[src/rtl/noc_vc_queue.sv]
`default_nettype none
// +--------------------------------------------------------------------------+
// | noc_vc_queue : router input queue, NUM_VC virtual-channel FIFOs sharing   |
// |                one write and one registered read port, with credit return.|
// | Optional: define NOC_VC_QUEUE_ERR_EN to add sticky err_o[1:0].            |
// | Revision: 1.0                                                             |
// +--------------------------------------------------------------------------+
module noc_vc_queue #(
  parameter  int WIDTH  = 16,
  parameter  int DEPTH  = 4,
  parameter  int NUM_VC = 2,
  localparam int VCW    = (NUM_VC > 1) ? $clog2(NUM_VC) : 1
) (
  input  logic              clk,
  input  logic              rst,
  input  logic              push_req_i,
  input  logic [VCW-1:0]    push_vc_i,
  input  logic [WIDTH-1:0]  data_i,
  input  logic              pop_req_i,
  input  logic [VCW-1:0]    pop_vc_i,
  output logic [WIDTH-1:0]  data_o,
  output logic              valid_o,
  output logic [NUM_VC-1:0] full_o,
  output logic [NUM_VC-1:0] empty_o,
  output logic [NUM_VC-1:0] credit_o
`ifdef NOC_VC_QUEUE_ERR_EN
  ,
  output logic [1:0]        err_o
`endif
);

  localparam int             PW       = $clog2(DEPTH);
  localparam int             CW       = $clog2(DEPTH + 1);
  localparam logic [CW-1:0]  FULL_CNT = CW'(DEPTH);

  logic [WIDTH-1:0]  mem_q    [NUM_VC][DEPTH];
  logic [WIDTH-1:0]  mem_d    [NUM_VC][DEPTH];
  logic [PW-1:0]     wr_ptr_q [NUM_VC];
  logic [PW-1:0]     wr_ptr_d [NUM_VC];
  logic [PW-1:0]     rd_ptr_q [NUM_VC];
  logic [PW-1:0]     rd_ptr_d [NUM_VC];
  logic [CW-1:0]     count_q  [NUM_VC];
  logic [CW-1:0]     count_d  [NUM_VC];

  logic [NUM_VC-1:0] push_sel;
  logic [NUM_VC-1:0] pop_sel;
  logic [NUM_VC-1:0] push_acc;
  logic [NUM_VC-1:0] pop_acc;

  logic [WIDTH-1:0]  data_q,   data_d;
  logic              valid_q,  valid_d;
  logic [NUM_VC-1:0] credit_q, credit_d;

  // Out-of-range VC indices never match any v, so such requests fall away.
  always_comb begin
    push_sel = '0;
    pop_sel  = '0;
    push_acc = '0;
    pop_acc  = '0;
    mem_d    = mem_q;
    data_d   = data_q;
    for (int v = 0; v < NUM_VC; v++) begin
      wr_ptr_d[v] = wr_ptr_q[v];
      rd_ptr_d[v] = rd_ptr_q[v];
      push_sel[v] = push_req_i && (push_vc_i == VCW'(v));
      pop_sel[v]  = pop_req_i  && (pop_vc_i  == VCW'(v));
      pop_acc[v]  = pop_sel[v] && (count_q[v] != '0);
      // A full VC still takes the push when the same-cycle pop frees a slot.
      push_acc[v] = push_sel[v] && ((count_q[v] != FULL_CNT) || pop_acc[v]);
      if (push_acc[v]) begin
        mem_d[v][wr_ptr_q[v]] = data_i;
        wr_ptr_d[v]           = wr_ptr_q[v] + PW'(1);
      end
      if (pop_acc[v]) begin
        data_d      = mem_q[v][rd_ptr_q[v]];
        rd_ptr_d[v] = rd_ptr_q[v] + PW'(1);
      end
      count_d[v] = count_q[v] + CW'(push_acc[v]) - CW'(pop_acc[v]);
    end
    valid_d  = |pop_acc;
    credit_d = pop_acc;
  end

  always_ff @(posedge clk or negedge rst) begin
    if (!rst) begin
      for (int v = 0; v < NUM_VC; v++) begin
        wr_ptr_q[v] <= '0;
        rd_ptr_q[v] <= '0;
        count_q[v]  <= '0;
      end
      data_q   <= '0;
      valid_q  <= 1'b0;
      credit_q <= '0;
    end else begin
      for (int v = 0; v < NUM_VC; v++) begin
        wr_ptr_q[v] <= wr_ptr_d[v];
        rd_ptr_q[v] <= rd_ptr_d[v];
        count_q[v]  <= count_d[v];
      end
      data_q   <= data_d;
      valid_q  <= valid_d;
      credit_q <= credit_d;
    end
  end

  // Storage is deliberately left out of reset.
  always_ff @(posedge clk) begin
    mem_q <= mem_d;
  end

  for (genvar v = 0; v < NUM_VC; v++) begin : g_status
    assign full_o[v]  = (count_q[v] == FULL_CNT);
    assign empty_o[v] = (count_q[v] == '0);
  end

  assign data_o   = data_q;
  assign valid_o  = valid_q;
  assign credit_o = credit_q;

`ifdef NOC_VC_QUEUE_ERR_EN
  logic [1:0] err_q, err_d;

  always_comb begin
    err_d    = err_q;
    err_d[0] = err_q[0] | (|(push_sel & ~push_acc));
    err_d[1] = err_q[1] | (|(pop_sel & ~pop_acc));
  end

  always_ff @(posedge clk or negedge rst) begin
    if (!rst) begin
      err_q <= '0;
    end else begin
      err_q <= err_d;
    end
  end

  assign err_o = err_q;
`endif

endmodule
`default_nettype wire

[config.mk]
export PLATFORM = sky130hd
export DESIGN_NAME = noc_vc_queue
export DESIGN_NICKNAME = d
export VERILOG_FILES = /design/src/rtl/noc_vc_queue.sv
export SDC_FILE = /design/constraint.sdc
export NUM_CORES = 1
export LEC_CHECK = 0
export CORE_MARGIN = 2
export CORE_UTILIZATION = 40
export DETAILED_ROUTE_END_ITERATION = 10
export GPL_ROUTABILITY_DRIVEN = 0
export HOLD_SLACK_MARGIN = 0.1
export PLACE_DENSITY = 0.63
export SYNTH_ARGS = -nofsm -noshare
export SYNTH_HDL_FRONTEND = slang
export SYNTH_SLANG_ARGS = --single-unit
export TNS_END_PERCENT = 100
[constraint.sdc]
create_clock -name clk -period 4.5 [get_ports clk]
set_input_delay 0.9 -clock clk [delete_from_list [all_inputs] [get_ports clk]]
set_output_delay 0.9 -clock clk [all_outputs]
set_load 0.01 [all_outputs]
---- After elaboration in Yosys (flattened, before gate mapping) ----
Cells that the tools add are included.
word-level totals
  flip-flop bits (word level) ............. 161
  input bits .............................. 22
  output and inout bits ................... 23
cells by class
  add/subtract/negate cells ............... 8
  $lt $le $gt $ge ......................... 6
  eq/ne operators ......................... 4
  muxes and demuxes ....................... 14
  bitwise operators ....................... 6
  reductions and logical operators ........ 18
operators by type and width
  kind                                                                   number
  64-bit bitwise mux                                                     2
  16-bit 2-to-1 mux                                                      8
  16-bit binary-select mux with 2-bit select                             2
  16-bit demux with 2-bit select                                         2
  3-bit >= comparator (second input constant)                            4
  2-bit NOT with 3-bit output                                            4
  1-bit logical AND                                                      10
  2-bit by 1-bit adder with 2-bit output (second input constant)         4
  3-bit by 1-bit adder with 3-bit output                                 2
  3-bit equality test (second input constant)                            2
  3-bit logical NOT                                                      2
  3-bit by 1-bit < comparator with 1-bit output (second input constant)  2
  3-bit != test (second input constant)                                  2
  3-bit nonzero test                                                     2
  3-bit by 1-bit subtractor with 3-bit output                            2
  1-bit logical OR                                                       2
  1-bit NOT                                                              2
  2-bit nonzero test                                                     1
  2-bit OR reduction                                                     1

---- Longest topological paths before layout ----
Gate-level depths: netlist of run 1.
  word-level depth ........................ 7
  mapped depth ............................ 11

---- Worst setup path after synthesis of run 1 ----
OpenSTA, ideal clock, no wires.
  kind .................................... input port to flip-flop
  from .................................... input port pop_vc_i
  to ...................................... register count_q[5] (netlist name)
  library setup time ...................... 0.123 ns
  arrival time ............................ 2.658 ns
  required time ........................... 4.377 ns
  setup slack ............................. 1.719 ns
  stages .................................. 11
  path through ............................ and2b_1 > buf_4 > and2_1 > buf_2 > ha_1 > inv_1 > ha_1 > inv_1 > fa_1 > xnor2_1 > xnor2_1
RTL lines
  element                        line  text
  start, declared                20    input logic [VCW-1:0] pop_vc_i,
  end signal, assigned by index  98    count_q[v] <= count_d[v];
  end, declared                  42    logic [CW-1:0] count_q [NUM_VC];

==> metrics.md, run 1 <==
| Metric | Value |
|---|---|
| TritonCTS clock tree | yes |
| TNS Setup | 0 ns |
| Die footprint | approximately 0.017 mm² |
| CTS Hold Bufs | 0 |
| Rel. slew slack | 0.3500 |
| Antenna cells | 0 |
| Slowest cell on crit path | a21oi_1 |
| Gr usage total | 0.1543 |
| R2R depth | 10 |
| Max Cap Viol | 0 |
| Setup crit end kind | flip-flop |
| Peak supply drop | 0.0002832 V |
| Max stage delay on crit path | about 0.47 ns |
| Clock sink total | 161 |
| Hold-critical path depth | 1 |
| Min-delay worst type | reg -> reg |
| Critical path buffers and inverters | 4 |
| LEAKAGE | 2.632 nW |
| PD cells | 607.8 mW/mm² |
| Largest family of logic cells by synthesized area | multiplexers |
| Num CTS Buffers | 17 |
| Initial antenna violation count | 0 |
| CP max FO | 7 |
| DP HPWL | 6.884 mm |
| Pre-Repair DR Iteration Count | 4 |
| Least-Margin Pin Slew | 0.9750 ns |
| Skew final | 0.005037 ns |
| Grt total ovfl | 0 |
| Largest net degree at the start of global routing | 34 |
| Clk_lat worst skew | 0.41 ns |
| FF+latch count, synth | 161 |
| Critical path type | in -> reg |
| Top cell family by delay on the critical path | adder cells |
| Via count | 2983 |
| CP Cell Sequence | clkdlybuf4s50_1 > nand2b_1 > a21oi_1 > inv_1 > ha_1 > inv_1 > ha_1 > inv_1 > fa_1 > xnor2_1 > xnor2_1 |
| Post-route insts no fill | 588 |
| Most used cell along the critical path | inv_1 |
| Outcome | complete, no violations |
| First-pass GRT wire length | around 18 mm |
| Yosys top cell by area | edfxtp_1 |
| Post-synthesis net count | about 340 |
| Synth Area in Compound Gates | 0.03126 |
| Final Hold Vio Count | 0 |
| CTS H-tree lvls | 4 |
| Period minus WS final | about 3 ns |
| Placed cells | 556 |
| Vias in the first global route | 3200 |
| Post-Synth XOR/XNOR Area | 0.01394 |
| Cts repair resizes | 0 |
| Avg WL per Cell | 19.90 µm |
| Post-CTS Setup Inserts | 0 |
| Unrepaired setup endpoints after global routing | no |
| Share of layout cells above drive strength 1 | 0.1989 |
| DRC viols | 0 |
| # rows | 45 |
| Total detailed-routing wirelength | 11.70 mm |
| Core area | 0.01526 mm² |
| Die Y | 129.3 µm |
| Simple-gate area share of the yosys netlist | 0.03564 |
| Sequential fraction of the synthesis area | 0.7431 |
| Initial DRC count | 295 |
| Initial Util | 0.4118 |
| Final period utilization | 0.6613 |
| Cell variety after synth | 28 |
| CTS clk-pin slew, worst paths | around 0.06 ns |
| Die X | about 130 µm |
| Vias per cell | 5.073 |
| Port bufs | 44 |
| Cell Area, Synth | 0.006284 mm² |
| Share of the synthesized area in the top cell type | 0.6117 |
| Final setup vio count | 0 |
| Fmax | around 340 MHz |
| CTS root buffer | clkbuf_16 |
| Mux contribution to synthesized area | 0.1183 |
| Worst path required time | between 4 and 5 ns |
| Cells after Synth | 303 |
| Crit path arrival time | 3.31 ns |
| CTS Buffer Depth | 2 |
| I/O pins | 45 |
| Final setup margin | 1.524 ns |
| Tot Pwr | around 4.5 mW |
| Final nets | 400 |
| Max-slew violation count | 0 |
| Area growth, synth to finish | 19.12% |
| Yosys warns | 0 |
| Adder-cell share of the synthesized area | 0.03027 |
| Worst setup SP type | primary input |
| Top cells by area, synth | edfxtp_1 (61%), dfrtp_1 (13%), mux4_2 (11%), a221o_1 (2.5%), ha_1 (2.4%) |
| Pre-CTS setup slack | 1.109 ns |
| Logic depth of the worst path, buffers included | 11 |
| Syn Area/Cell | 20.74 µm² |
| Antenna-violating nets left | 0 |
==> cell type report <==
type                       count  area, µm²
multi-input combinational    114       1441
fill                        1231       7774
tap                          211      264.0
inverter                      14      52.55
sequential                   161       4669
clock buffer                  22      444.2
clock inverter                10      87.58
timing repair buffer          56      525.5
==> registers in the layout (all words and copies together) (netlist names) <==
register / count
mem_q: 128
data_o: 16
count_q: 6
rd_ptr_q: 4
wr_ptr_q: 4
credit_o: 2
valid_o: 1
==> per-stage QoR <==
step | hold WS (ns) | cell area [µm²] | utilization
2_1_floorplan | 0.4602 | 6284 | -
3_3_place_gp | 0.4814 | 6953 | 0.4557
3_5_place_dp | 0.5009 | 6953 | 0.4557
4_1_cts | 0.5168 | 7485 | 0.4905
5_1_grt | 0.5300 | 7485 | 0.4905
6_report | 0.5181 | 7485 | 0.4905
==> worst reg2reg max path, stage by stage, from the launching register on <==
cell	delay, ns
dfrtp_1	0.41
nor3b_1	0.17
a21oi_1	0.46
inv_1	0.10
ha_1	0.30
inv_1	0.06
ha_1	0.13
inv_1	0.05
fa_1	0.37
xnor2_1	0.18
xnor2_1	0.14
==> cells in the mapped netlist <==
| master | instances |
|---|---|
| a21oi_4 | 1 |
| ha_1 | 12 |
| dfrtp_1 | 33 |
| xnor2_1 | 8 |
| o311a_1 | 1 |
| buf_6 | 3 |
| a21oi_1 | 2 |
| xor2_1 | 2 |
| buf_2 | 6 |
| nand3_1 | 1 |
| nor3b_1 | 2 |
| and3_1 | 8 |
| mux4_2 | 32 |
| buf_12 | 2 |
| edfxtp_1 | 128 |
| buf_4 | 1 |
| clkbuf_2 | 1 |
| inv_1 | 14 |
| fa_1 | 2 |
| clkbuf_1 | 1 |
| nand2_1 | 3 |
| nor3_1 | 1 |
| mux2_2 | 2 |
| a221o_1 | 16 |
| and2_1 | 17 |
| and2b_1 | 1 |
| or3_4 | 1 |
| nand2b_1 | 2 |
==> cell families (layout without fill, tap and decap cells) <==
logic type | after synthesis | in the layout
XOR/XNOR | 10 | 10
flip-flops | 161 | 161
AO/OA/AOI/OAI | 20 | 20
multiplexers | 34 | 34
adder cells (fa/ha/maj) | 14 | 14
AND/OR/NAND/NOR | 36 | 36
buffers and inverters | 28 | 102
==> metal layers <==
metal,vias to the layer above,global-route usage,wire length [µm]
li1,1322,-,-
met1,1585,0.2115,5425
met2,67,0.2415,5667
met3,9,0.04500,494
met4,0,0.04604,112
met5,-,0,0
==> cells in the final DEF (no fill, tap or decap), types with 8 or more instances in the layout <==
master | synthesis | routed
and2_1 | 17 | 17
clkbuf_16 | 0 | 17
and3_1 | 8 | 8
ha_1 | 12 | 12
edfxtp_1 | 128 | 128
a221o_1 | 16 | 16
xnor2_1 | 8 | 8
dfrtp_1 | 33 | 33
buf_4 | 1 | 12
clkdlybuf4s50_1 | 0 | 43
mux4_2 | 32 | 32
inv_1 | 14 | 14
==> where the power goes <==
part           internal [mW]  total [mW]  switching [mW]  leakage [nW]
clock                  0.757        1.30           0.543         0.248
combinational          0.656        1.11           0.451         0.826
sequential              1.89        2.14           0.257          1.56
total                   3.30        4.55            1.25          2.63
==> final timing paths <==
path / startpoint / endpoint / slack, ns
setup / recovery: pop_vc_i / count_q[5] / 1.52
hold / removal: data_o[2] / data_o[2] / 0.52
setup reg to reg: count_q[5] / count_q[5] / 2.05
hold reg to reg: data_o[2] / data_o[2] / 0.52
max in group asynchronous: rst / data_o[11] / 3.39
min in group asynchronous: rst / credit_o[1] / 0.59
(Power assumes the default switching activity.)
==> run 2, diff against run 1 <==
--- a/config.mk
+++ b/config.mk
@@ -10,7 +10,7 @@
 export DETAILED_ROUTE_END_ITERATION = 10
 export GPL_ROUTABILITY_DRIVEN = 0
 export HOLD_SLACK_MARGIN = 0.1
-export PLACE_DENSITY = 0.63
+export PLACE_DENSITY = 0.65
 export SYNTH_ARGS = -nofsm -noshare
 export SYNTH_HDL_FRONTEND = slang
 export SYNTH_SLANG_ARGS = --single-unit
==> constraint.sdc (replaced) <==
create_clock -name clk -period 2.5 [get_ports clk]
set_input_delay 0.5 -clock clk [delete_from_list [all_inputs] [get_ports clk]]
set_output_delay 0.5 -clock clk [all_outputs]
set_load 0.01 [all_outputs]
==> run 2 against run 1 <==
Net effect:
- setup slack got worse by 1.3 ns
- sequential power grew 71%
- routed wire length increased by 0.32%
- non-clock buffer count rose by 11
- power increased by 90%
- via count increased by 3.4%
- critical path depth decreased by 8
- clock-buffer cell count fell by 1
- register-to-register slack worse by 1.8 ns
- critical path type is now reg -> out
- largest cell class unchanged
- highest routed layer unchanged
==> metrics.md, run 2 (synthesized netlist as in run 1, its figures left out) <==
| Metric | Value |
|---|---|
| Vias per cell | 5.147 (+1.5%) |
| Slowest cell on crit path | clkdlybuf4s50_1 |
| CTS root buffer | clkbuf_16 |
| Commonest non-fill, non-tap cell in the layout | edfxtp_1 |
| Via count | 3083 (+3.4%) |
| # rows | 45 (unchanged) |
| Initial antenna violation count | 0 (unchanged) |
| Tot Pwr | 8.657 mW (+90%) |
| Clock sink total | 161 (unchanged) |
| FILL cells | 1233 (+0.16%) |
| Multi-input gate area | 0.001446 mm² (+0.35%) |
| I/O pins | 45 (unchanged) |
| First-pass GRT wire length | 18.41 mm (about the same) |
| Rel. slew slack | 0.4657 (+0.1157) |
| Fmax | ~440 MHz |
| Total detailed-routing wirelength | 11.74 mm (+0.32%) |
| CP Cell Sequence | buf_4 > nor3b_2 > clkdlybuf4s50_1 |
| Initial Util | 0.4118 (unchanged) |
| Switching Share | 0.2691 (-0.005879) |
| Worst path required time | 2.00 ns (-2.83 ns) |
| Final nets | 411 (+2.8%) |
| Clock power frac | 0.306 (+0.020) |
| Peak supply drop | 0.0005876 V (+110%) |
| LEAKAGE | 2.759 nW (+4.8%) |
| Initial DRC count | 271 (-8.1%) |
| Antenna-violating nets left | 0 (unchanged) |
| Grt total ovfl | 0 (unchanged) |
| Num CTS Buffers | 17 (unchanged) |
| Flop pwr share | 0.423 (-0.048) |
| Max-slew violation count | 0 (unchanged) |
| CTS H-tree lvls | 4 (unchanged) |
| Core Util, Final | 0.5081 (+0.01755) |
| Clk_lat worst skew | 0.43 ns (+0.02 ns) |
| Max reg flops | 128 (unchanged) |
| Largest net degree at the start of global routing | 34 (unchanged) |
| Final period utilization | 0.9136 |
| TNS Setup | 0 ns (unchanged) |
| Final Hold Vio Count | 0 (unchanged) |
| Port bufs | 44 (unchanged) |
| Gr usage total | 0.1549 (+0.0006517) |
| Core area | 0.01526 mm² (unchanged) |
| Pre-CTS setup slack | -0.1751 ns (-1.284 ns) |
| FF-to-FF Start | count_q[5] |
| Antenna cells | 0 (unchanged) |
| Period minus WS final | 2.284 ns |
| Final setup margin | 0.2161 ns (-1.308 ns) |
| CP max FO | 3 (-4) |
| Most frequent cells in the layout | edfxtp_1 (128), clkdlybuf4s50_1 (42), dfrtp_1 (33) |
| Final setup vio count | 0 (unchanged) |
| Max stage delay on crit path | 0.58 ns (+0.11 ns) |
| Register area | 0.004669 mm² (unchanged) |
| Least-Margin Pin Slew | 0.8015 ns (-0.1735 ns) |
| Critical Path Start | count_q[4] |
| Pre-Repair DR Iteration Count | 4 (unchanged) |
| Setup crit end kind | output port |
| Vias in the first global route | 3299 (+3.1%) |
| Gate power share | 0.270 (+0.027) |
| Crit path arrival time | 1.78 ns (-1.53 ns) |
| Avg WL per Cell | 19.60 µm (-1.5%) |
| Die X | 129.3 µm (unchanged) |
| Net Switching | 2.329 mW (+86%) |
| Worst setup SP type | flip-flop |
| Critical path type | reg -> out |
| Skew final | 0.005567 ns (+0.0005305 ns) |
| Die Y | 129.3 µm (unchanged) |
| PD cells | 1117 mW/mm² (+84%) |
| Share of layout cells above drive strength 1 | 0.2320 (+0.03302) |
| Max Cap Viol | 0 (unchanged) |
| DP HPWL | 7.099 mm (+3.1%) |
| Top reg by flops | mem_q |
| Min-delay worst type | in -> async |
| TritonCTS clock tree | yes |
| Area growth, synth to finish | 23.38% |
| Outcome | complete, no violations |
| Unrepaired setup endpoints after global routing | no |
| CTS Buffer Depth | 2 (unchanged) |
| CTS clk-pin slew, worst paths | 0.06 ns (about the same) |
| DRC viols | 0 (unchanged) |
| Die footprint | 0.01673 mm² (unchanged) |
| Internal Power | 6.328 mW (+92%) |
-- run 2: worst paths after layout --
path | endpoint | slack, ns | cells past startpoint
min in group clk | rd_ptr_q[1] | 0.49 | 1
setup / recovery | full_o[0] | 0.22 | 3
max in group asynchronous | data_o[5] | 1.83 | 1
hold reg to reg | rd_ptr_q[1] | 0.49 | 1
hold / removal | valid_o | 0.16 | 1
setup reg to reg | count_q[5] | 0.27 | 9
-- run 2: routing by layer --
| metal | up-vias | share of wire | global-route usage |
|---|---|---|---|
| met2 | 63 | 0.50 | 0.2523 |
| met3 | 16 | 0.035 | 0.03964 |
| met4 | 0 | 0.018 | 0.07161 |
| met5 | - | 0 | 0 |
| met1 | 1654 | 0.45 | 0.1965 |
| li1 | 1350 | - | - |
-- run 2: layout make-up --
type                       instances  area share
multi-input combinational        114      0.1866
clock inverter                    11     0.01969
sequential                       161      0.6023
inverter                          14    0.006779
tap                              211     0.03405
clock buffer                      21     0.05939
timing repair buffer              67     0.09119
-- run 2: power groups by stage --
| stage | clock (mW) | combinational [mW] | sequential [mW] |
|---|---|---|---|
| 2_1_floorplan | 0 | 1.51 | 3.69 |
| 3_3_place_gp | 0 | 2.31 | 3.70 |
| 6_report | 2.65 | 2.34 | 3.66 |
| 3_5_place_dp | 0 | 2.37 | 3.72 |
| 5_1_grt | 2.81 | 2.53 | 3.72 |
| 4_1_cts | 2.71 | 2.39 | 3.67 |
-- run 2: stage by stage --
step | instance area [µm²] | std cells | hold slack [ns]
final | 7752 | 599 | 0.1627
after global routing | 7752 | 599 | 0.2167
after CTS | 7747 | 599 | 0.1821
after detailed placement | 7128 | 566 | 0.4842
after global placement | 7128 | 566 | 0.4597
after floorplan | 6284 | 303 | 0.2044
-- run 2: critical path: cells and delay by family, from the launching register on --
kind / cells / cell delay, ns
buf+inv: 2 / 0.74
flops: 1 / 0.39
simple gates: 1 / 0.24
-- run 2: timing repair --
item | in CTS | in global routing
gates cloned | 0 | 0
resized for setup | 1 | 1
endpoints found under the setup margin | 1 | 2
hold buffers | 0 | 0
buffers inserted | 1 | 0
